`config.mk`:
```
export PLATFORM = sky130hd
export DESIGN_NAME = fractal_sync_rf_sched
export DESIGN_NICKNAME = d
export VERILOG_FILES = /design/src/rtl/fractal_sync_rf_sched.sv
export SDC_FILE = /design/constraint.sdc
export NUM_CORES = 1
export LEC_CHECK = 0
export ABC_AREA = 1
export CAP_MARGIN = 40
export CORE_UTILIZATION = 53
export CTS_BUF_LIST = sky130_fd_sc_hd__clkbuf_16
export DETAILED_ROUTE_END_ITERATION = 10
export DONT_BUFFER_PORTS = 1
export GPL_TIMING_DRIVEN = 1
export PLACE_DENSITY = 0.71
export SETUP_SLACK_MARGIN = 0.2
export SLEW_MARGIN = 20
export SYNTH_ARGS = -nofsm -noshare
export SYNTH_HDL_FRONTEND = slang
export SYNTH_SLANG_ARGS = --single-unit
```
`constraint.sdc`:
```
create_clock -name clk_i -period 3.52 [get_ports clk_i]
set_input_delay 0.176 -clock clk_i [delete_from_list [all_inputs] [get_ports clk_i]]
set_output_delay 0.176 -clock clk_i [all_outputs]
set_load 0.05 [all_outputs]
```
`src/rtl/fractal_sync_rf_sched.sv`:
```
// Round-robin scheduler that maps synchronization requesters onto the RF
// ports of the back-routing register file. It never issues two operations to
// the same index in one cycle. It captures barrier completions into per-port
// done slots, which use valid/ready back-pressure.

package fractal_sync_pkg;
  localparam int unsigned SD_WIDTH = 32'd2;
endpackage

module fractal_sync_rf_sched #(
  parameter int unsigned N_REQ     = 32'd4,
  parameter int unsigned N_PORTS   = 32'd2,
  parameter int unsigned IDX_WIDTH = 32'd2,
  parameter int unsigned SD_WIDTH  = fractal_sync_pkg::SD_WIDTH
) (
  input  logic                 clk_i,
  input  logic                 rst_ni,
  input  logic                 req_valid_i    [N_REQ],
  output logic                 req_ready_o    [N_REQ],
  input  logic                 req_set_i      [N_REQ],
  input  logic [IDX_WIDTH-1:0] req_idx_i      [N_REQ],
  input  logic [SD_WIDTH-1:0]  req_sd_i       [N_REQ],
  output logic                 rf_check_o     [N_PORTS],
  output logic                 rf_set_o       [N_PORTS],
  output logic                 rf_idx_valid_o [N_PORTS],
  output logic [IDX_WIDTH-1:0] rf_idx_o       [N_PORTS],
  output logic [SD_WIDTH-1:0]  rf_sd_o        [N_PORTS],
  input  logic                 rf_present_i   [N_PORTS],
  input  logic [SD_WIDTH-1:0]  rf_sd_i        [N_PORTS],
  output logic                 done_valid_o   [N_PORTS],
  input  logic                 done_ready_i   [N_PORTS],
  output logic [IDX_WIDTH-1:0] done_idx_o     [N_PORTS],
  output logic [SD_WIDTH-1:0]  done_sd_o      [N_PORTS]
);

  localparam int unsigned RR_W = (N_REQ > 32'd1) ? $clog2(N_REQ) : 32'd1;
  localparam int unsigned P_W  = (N_PORTS > 32'd1) ? $clog2(N_PORTS) : 32'd1;

  logic [RR_W-1:0]      r_rr;
  logic [RR_W-1:0]      w_rr_next;
  logic                 w_usable    [N_PORTS];
  logic                 w_gnt_valid [N_PORTS];
  logic                 w_gnt_set   [N_PORTS];
  logic [IDX_WIDTH-1:0] w_gnt_idx   [N_PORTS];
  logic [SD_WIDTH-1:0]  w_gnt_sd    [N_PORTS];
  logic                 w_req_ready [N_REQ];
  logic                 w_load      [N_PORTS];
  logic                 r_done_valid [N_PORTS];
  logic [IDX_WIDTH-1:0] r_done_idx   [N_PORTS];
  logic [SD_WIDTH-1:0]  r_done_sd    [N_PORTS];

  // A port can take a new operation only if its done slot is free or draining now.
  always_comb begin
    for (int unsigned p = 32'd0; p < N_PORTS; p++) begin
      w_usable[p] = !r_done_valid[p] || done_ready_i[p];
    end
  end

  // Round-robin scan from r_rr: k-th eligible requester takes the k-th usable port.
  always_comb begin : scan
    logic [RR_W-1:0] v_r;
    logic [P_W-1:0]  v_sel;
    int unsigned     v_next_port;
    logic            v_found;
    logic            v_conflict;
    for (int unsigned p = 32'd0; p < N_PORTS; p++) begin
      w_gnt_valid[p] = 1'b0;
      w_gnt_set[p]   = 1'b0;
      w_gnt_idx[p]   = '0;
      w_gnt_sd[p]    = '0;
    end
    for (int unsigned r = 32'd0; r < N_REQ; r++) begin
      w_req_ready[r] = 1'b0;
    end
    w_rr_next   = r_rr;
    v_r         = '0;
    v_sel       = '0;
    v_next_port = 32'd0;
    v_found     = 1'b0;
    v_conflict  = 1'b0;
    if (rst_ni) begin
      for (int unsigned k = 32'd0; k < N_REQ; k++) begin
        v_r        = RR_W'((32'(r_rr) + k) % N_REQ);
        v_conflict = 1'b0;
        for (int unsigned q = 32'd0; q < N_PORTS; q++) begin
          if (w_gnt_valid[q] && (w_gnt_idx[q] == req_idx_i[v_r])) begin
            v_conflict = 1'b1;
          end else begin
            v_conflict = v_conflict;
          end
        end
        v_found = 1'b0;
        v_sel   = '0;
        for (int unsigned q = 32'd0; q < N_PORTS; q++) begin
          if (!v_found && (q >= v_next_port) && w_usable[q]) begin
            v_found = 1'b1;
            v_sel   = P_W'(q);
          end else begin
            v_found = v_found;
          end
        end
        if (req_valid_i[v_r] && !v_conflict && v_found) begin
          w_req_ready[v_r]   = 1'b1;
          w_gnt_valid[v_sel] = 1'b1;
          w_gnt_set[v_sel]   = req_set_i[v_r];
          w_gnt_idx[v_sel]   = req_idx_i[v_r];
          w_gnt_sd[v_sel]    = req_sd_i[v_r];
          v_next_port        = 32'(v_sel) + 32'd1;
          w_rr_next          = RR_W'((32'(v_r) + 32'd1) % N_REQ);
        end else begin
          v_next_port = v_next_port;
        end
      end
    end else begin
      w_rr_next = '0;
    end
  end

  // Drive RF ports and requester grants; ungranted ports stay all-zero.
  always_comb begin
    for (int unsigned p = 32'd0; p < N_PORTS; p++) begin
      rf_idx_valid_o[p] = w_gnt_valid[p];
      rf_check_o[p]     = w_gnt_valid[p] && !w_gnt_set[p];
      rf_set_o[p]       = w_gnt_valid[p] && w_gnt_set[p];
      rf_idx_o[p]       = w_gnt_idx[p];
      rf_sd_o[p]        = w_gnt_sd[p];
      w_load[p]         = w_gnt_valid[p] && !w_gnt_set[p] && rf_present_i[p];
      done_valid_o[p]   = r_done_valid[p];
      done_idx_o[p]     = r_done_idx[p];
      done_sd_o[p]      = r_done_sd[p];
    end
    for (int unsigned r = 32'd0; r < N_REQ; r++) begin
      req_ready_o[r] = w_req_ready[r];
    end
  end

  // Round-robin pointer moves past the last granted requester.
  always_ff @(posedge clk_i or negedge rst_ni) begin
    if (!rst_ni) begin
      r_rr <= '0;
    end else begin
      r_rr <= w_rr_next;
    end
  end

  // Done slots: a completing check reloads the slot, and reload beats a drain.
  always_ff @(posedge clk_i or negedge rst_ni) begin
    if (!rst_ni) begin
      for (int unsigned p = 32'd0; p < N_PORTS; p++) begin
        r_done_valid[p] <= 1'b0;
        r_done_idx[p]   <= '0;
        r_done_sd[p]    <= '0;
      end
    end else begin
      for (int unsigned p = 32'd0; p < N_PORTS; p++) begin
        if (w_load[p]) begin
          r_done_valid[p] <= 1'b1;
          r_done_idx[p]   <= w_gnt_idx[p];
          r_done_sd[p]    <= rf_sd_i[p] | w_gnt_sd[p];
        end else if (r_done_valid[p] && done_ready_i[p]) begin
          r_done_valid[p] <= 1'b0;
          r_done_idx[p]   <= '0;
          r_done_sd[p]    <= '0;
        end else begin
          r_done_valid[p] <= r_done_valid[p];
        end
      end
    end
  end

endmodule

```
==> flow_summary.yaml, run 1 <==
placement:
  io_buffer_count: 0
  place_ws_ns: -0.0505
  dp.cells: 531
  gp_congestion: 0.967
  placed_cell_area_sq_um: 3230
  hpwl_mm: 5.84
cts:
  numCtsBuffers: 3
  root_buffer: "clkbuf_16"
  cts.sinks: 12
  htree_levels: 1
  clockBufferDepth: 2
synth:
  ys.flop_type: "dfrtp_1"
  async_flop_share: 1.00
  ys_types: 38
  syn_avg_cell_area_sq_um: 5.39
  synth_seq_area_share: 0.123
  synth-edff-count: 0
  syn-cell-area_sq_um: 2450
  synth_nets: 496
  yosysWarningCount: 0
  ys_ff_latch: 12
  netlist_instances: 454
grt:
  grtUsageTotal: 0.680
  overflow: 20
  grt_max_degree: 27
floorplanning:
  ioPinCount: 62
  die_x_microns: 70.0
  row_count: 24
  die_height_microns: 70.0
  start_util: 0.559
run_status:
  error: "[ERROR GRT-0232] Routing congestion too high. Check the congestion heatmap in the GUI."
  outcome: "aborted with a tool error"
  stop_stage: "global routing (5_1_grt)"
timing:
  worst_path_end_type: "top-level output"
  worst_endpoint: "rf_idx_o[2]"
metal layers:
| metal | GRT overflow | track usage |
|---|---|---|
| met1 | 0 | 0.686 |
| met2 | 12 | 0.932 |
| met3 | 0 | 0.420 |
| met4 | 8 | 0.662 |
| met5 | 0 | 0.0889 |
Yosys cell counts, drive strengths merged (3+ instances only):
library cell,count,area share
a22oi,3,0.0092
clkbuf,6,0.0092
a21oi,12,0.034
buf,6,0.015
o22ai,4,0.010
dfrtp,12,0.12
ha,8,0.041
a31oi,3,0.0077
nand3,50,0.13
nor2,29,0.058
inv,58,0.089
o21bai,3,0.0092
o21ai,39,0.080
nand4,5,0.018
nand2,203,0.33
stage by stage:
step / TNS (ns) / util
2_1_floorplan: -0.963 / -
3_3_place_gp: 0 / 0.729
3_5_place_dp: -0.0590 / 0.736
4_1_cts: -1.85 / 0.895
what timing repair did:
| item | in CTS |
|---|---|
| cloned | 1 |
| endpoints found under the setup margin | 29 |
| setup buffers | 43 |
| pin swaps | 31 |
| endpoints found under the hold margin | 12 |
| gates resized for setup | 67 |
logic make-up after synthesis:
| family | after synthesis | synth area share |
|---|---|---|
| AO/OA/AOI/OAI | 72 | 0.175 |
| adder cells (fa/ha/maj) | 8 | 0.0409 |
| buffers and inverters | 72 | 0.119 |
| flip-flops | 12 | 0.123 |
| AND/OR/NAND/NOR | 290 | 0.543 |
==> run 2: changes to the inputs <==
--- a/config.mk
+++ b/config.mk
@@ -7,13 +7,11 @@
 export LEC_CHECK = 0
 export ABC_AREA = 1
 export CAP_MARGIN = 40
-export CORE_UTILIZATION = 53
-export CTS_BUF_LIST = sky130_fd_sc_hd__clkbuf_16
+export CORE_UTILIZATION = 38
 export DETAILED_ROUTE_END_ITERATION = 10
 export DONT_BUFFER_PORTS = 1
 export GPL_TIMING_DRIVEN = 1
-export PLACE_DENSITY = 0.71
-export SETUP_SLACK_MARGIN = 0.2
+export PLACE_DENSITY_LB_ADDON = 0.15
 export SLEW_MARGIN = 20
 export SYNTH_ARGS = -nofsm -noshare
 export SYNTH_HDL_FRONTEND = slang
==> constraint.sdc (replaced) <==
create_clock -name clk_i -period 4.58 [get_ports clk_i]
set_input_delay 0.229 -clock clk_i [delete_from_list [all_inputs] [get_ports clk_i]]
set_output_delay 0.229 -clock clk_i [all_outputs]
set_load 0.05 [all_outputs]
==> run 2 against run 1 <==
  * The flow now finishes without violations
  * Synthesized cell count did not move
  * Area after synthesis unchanged
==> flow_summary.yaml, run 2 <==
synth:
  ys_top_cells_by_count: "191 x nand2_1, 51 x inv_1, 38 x nand3_1"
  syn_avg_cell_area_sq_um: 5.39
  netlist_instances: 454
  synth_area_leader_cell: "nand2_1"
  synth_top_area_frac: 0.293
  ys_top_cells_by_area: "nand2_1 29%, dfrtp_1 12%, inv_1 7.8%, nand3_1 7.8%, o21ai_0 7.4%"
  synth_seq_area_share: 0.123
  syn-cell-area_sq_um: 2450
  ys.flop_type: "dfrtp_1"
  synth-edff-count: 0
  synth_nets: 496
  yosysMostFrequentCell: "nand2_1"
  async_flop_share: 1.00
  yosysWarningCount: 0
  ys_types: 38
  ys_ff_latch: 12
timing:
  max_freq_ghz: 0.245
  finalCritPeriodShare: 0.892
  tightestPinTransition_ns: 0.683
  tns_ns: 0
  min_period_ns: 4.08
  max_slew_margin: 0.540
  drv_slew: 0
  grt_setup_unrepaired: "false"
  clock_skew_ns: 0.00840
  hold_violations: 0
  setup_violations: 0
cells_and_area:
  nNetsFinal: 515
  final_cell_mix: "191 x nand2_1, 51 x inv_1, 38 x nand3_1"
  diodes: 0
  final_common_cell: "nand2_1"
  synthToLayoutAreaGrowth_pct: 13.4
  drive_gt1_frac: 0.157
worst_setup_path:
  crit_type: "register to primary output"
  crit-reg2reg-launch: "r_rr[1]"
  worstSetupStartpointType: "register"
  cp_data_required_time_ns: 4.35
  reg2reg_to: "done_sd_o[1]"
  cp.arrival_ns: 3.86
  r2r_cells: 25
  r2r_setup_slack_ns: 0.81
  cp_max_fo: 27
  worstSetupEndpointType: "primary output"
hold_path:
  min_to: "r_rr[0]"
  hold_depth: 2
  holdCritStartpoint: "rst_ni"
  hp-class: "input pin to register"
cts:
  clockBufferDepth: 2
  cts_setup_buffers: 0
  cts_tree: "built"
  root_buffer: "clkbuf_8"
  path_clk_slew_ns: 0.07
  htree_levels: 1
  insertion_delay_ns: 0.26
  numCtsBuffers: 3
  cts.sinks: 12
detailed_routing:
  wl_per_cell_microns: 13.6
  via_per_inst: 5.17
  drtPass1Iterations: 6
  drtIter0Drc: 160
  drt-total-wl_mm: 7.42
  via_count: 2829
  ant_nets: 0
  drc_errors: 0
floorplanning:
  row_count: 28
  die_x_microns: 82.3
  start_util: 0.404
  ioPinCount: 62
  core_sq_um: 6060
  die_height_microns: 82.3
  die_area_sq_um: 6770
placement:
  hpwl_mm: 6.14
  gp_congestion: 0.964
  io_buffer_count: 0
grt:
  grt_pass1_vias: 2612
  grt_pass1_wl_mm: 11.9
  grt_max_degree: 35
  antenna_found_initial: 0
  grtUsageTotal: 0.230
  overflow: 0
run_status:
  outcome: "finished clean"
run:
  drv_cap: 0
[run 2: through the flow]
stage | instance area, sq um | worst slack (ns) | util | hold slack (ns) | instances
3_3_place_gp | 2710 | 0.787 | 0.447 | -0.0662 | 542
4_1_cts | 2770 | 0.411 | 0.457 | 0.110 | 547
3_5_place_dp | 2710 | 0.701 | 0.447 | -0.0662 | 542
2_1_floorplan | 2450 | 0.108 | - | -0.0666 | 454
5_1_grt | 2780 | 0.0778 | 0.458 | 0.139 | 547
6_report | 2780 | 0.495 | 0.458 | 0.108 | 547
[run 2: critical path, stage by stage, from the launching register on]
cell and delay (ns):
dfrtp_1 0.39, inv_2 0.06, buf_4 0.25, nand2_1 0.13, nand3_1 0.13, nand2_1 0.13
nand2_2 0.14, nand3_2 0.17, o21ai_0 0.23, nand3_1 0.15, nand2_1 0.12, nand2_1 0.05
nand2_1 0.10, nor2_2 0.06, nor2_4 0.13, nand3_2 0.15, inv_2 0.14, nand2_2 0.07
nand3_1 0.07, nand2_1 0.07, nand2_2 0.13, nand2_4 0.09, inv_2 0.13, nand2_1 0.06
a31oi_1 0.18, buf_4 0.24
[run 2: kinds of logic (layout without fill, tap and decap cells)]
family          Yosys count  after routing  share of synthesized area
compound gates           72             72                      0.175
flops                    12             12                      0.123
fa+ha+maj                 8              8                     0.0409
simple gates            290            290                      0.543
buf+inv                  72             90                      0.119
[run 2: cell type report]
class                   count  area (sq um)
inverters                  60           234
clock buffers               4          55.1
flip-flops and latches     12           300
well taps                  75          93.8
fillers                   677          3280
repair buffers             26           235
multi-input cells         370          1860
[run 2: worst max path at each step]
stage / startpoint / cells past startpoint / endpoint
final: r_rr[0] / 25 / req_ready_o[0]
after global routing: r_rr[1] / 25 / rf_check_o[0]
after CTS: r_rr[1] / 27 / req_ready_o[0]
after detailed placement: r_rr[1] / 25 / rf_check_o[0]
after global placement: r_rr[0] / 23 / rf_check_o[0]
after floorplan: r_rr[1] / 29 / req_ready_o[1]
[run 2: routing by layer]
layer | routed length, microns | share of wire | up-vias | GRT usage
li1 | - | - | 1486 | -
met1 | 3470 | 0.47 | 1247 | 0.299
met2 | 3420 | 0.46 | 82 | 0.387
met3 | 401 | 0.054 | 14 | 0.0374
met4 | 132 | 0.018 | 0 | 0.0667
met5 | 0 | 0 | - | 0
[run 2: repair_timing]
item / CTS / global route
hold endpoints to repair: 12 / 0
resized for setup: 0 / 1
hold buffers: 1 / 0
endpoints found under the setup margin: 0 / 4
Power of run 2 is left out: the tool's default activity adds up to more than one toggle a clock period on the data nets, which glitch-free logic cannot reach.
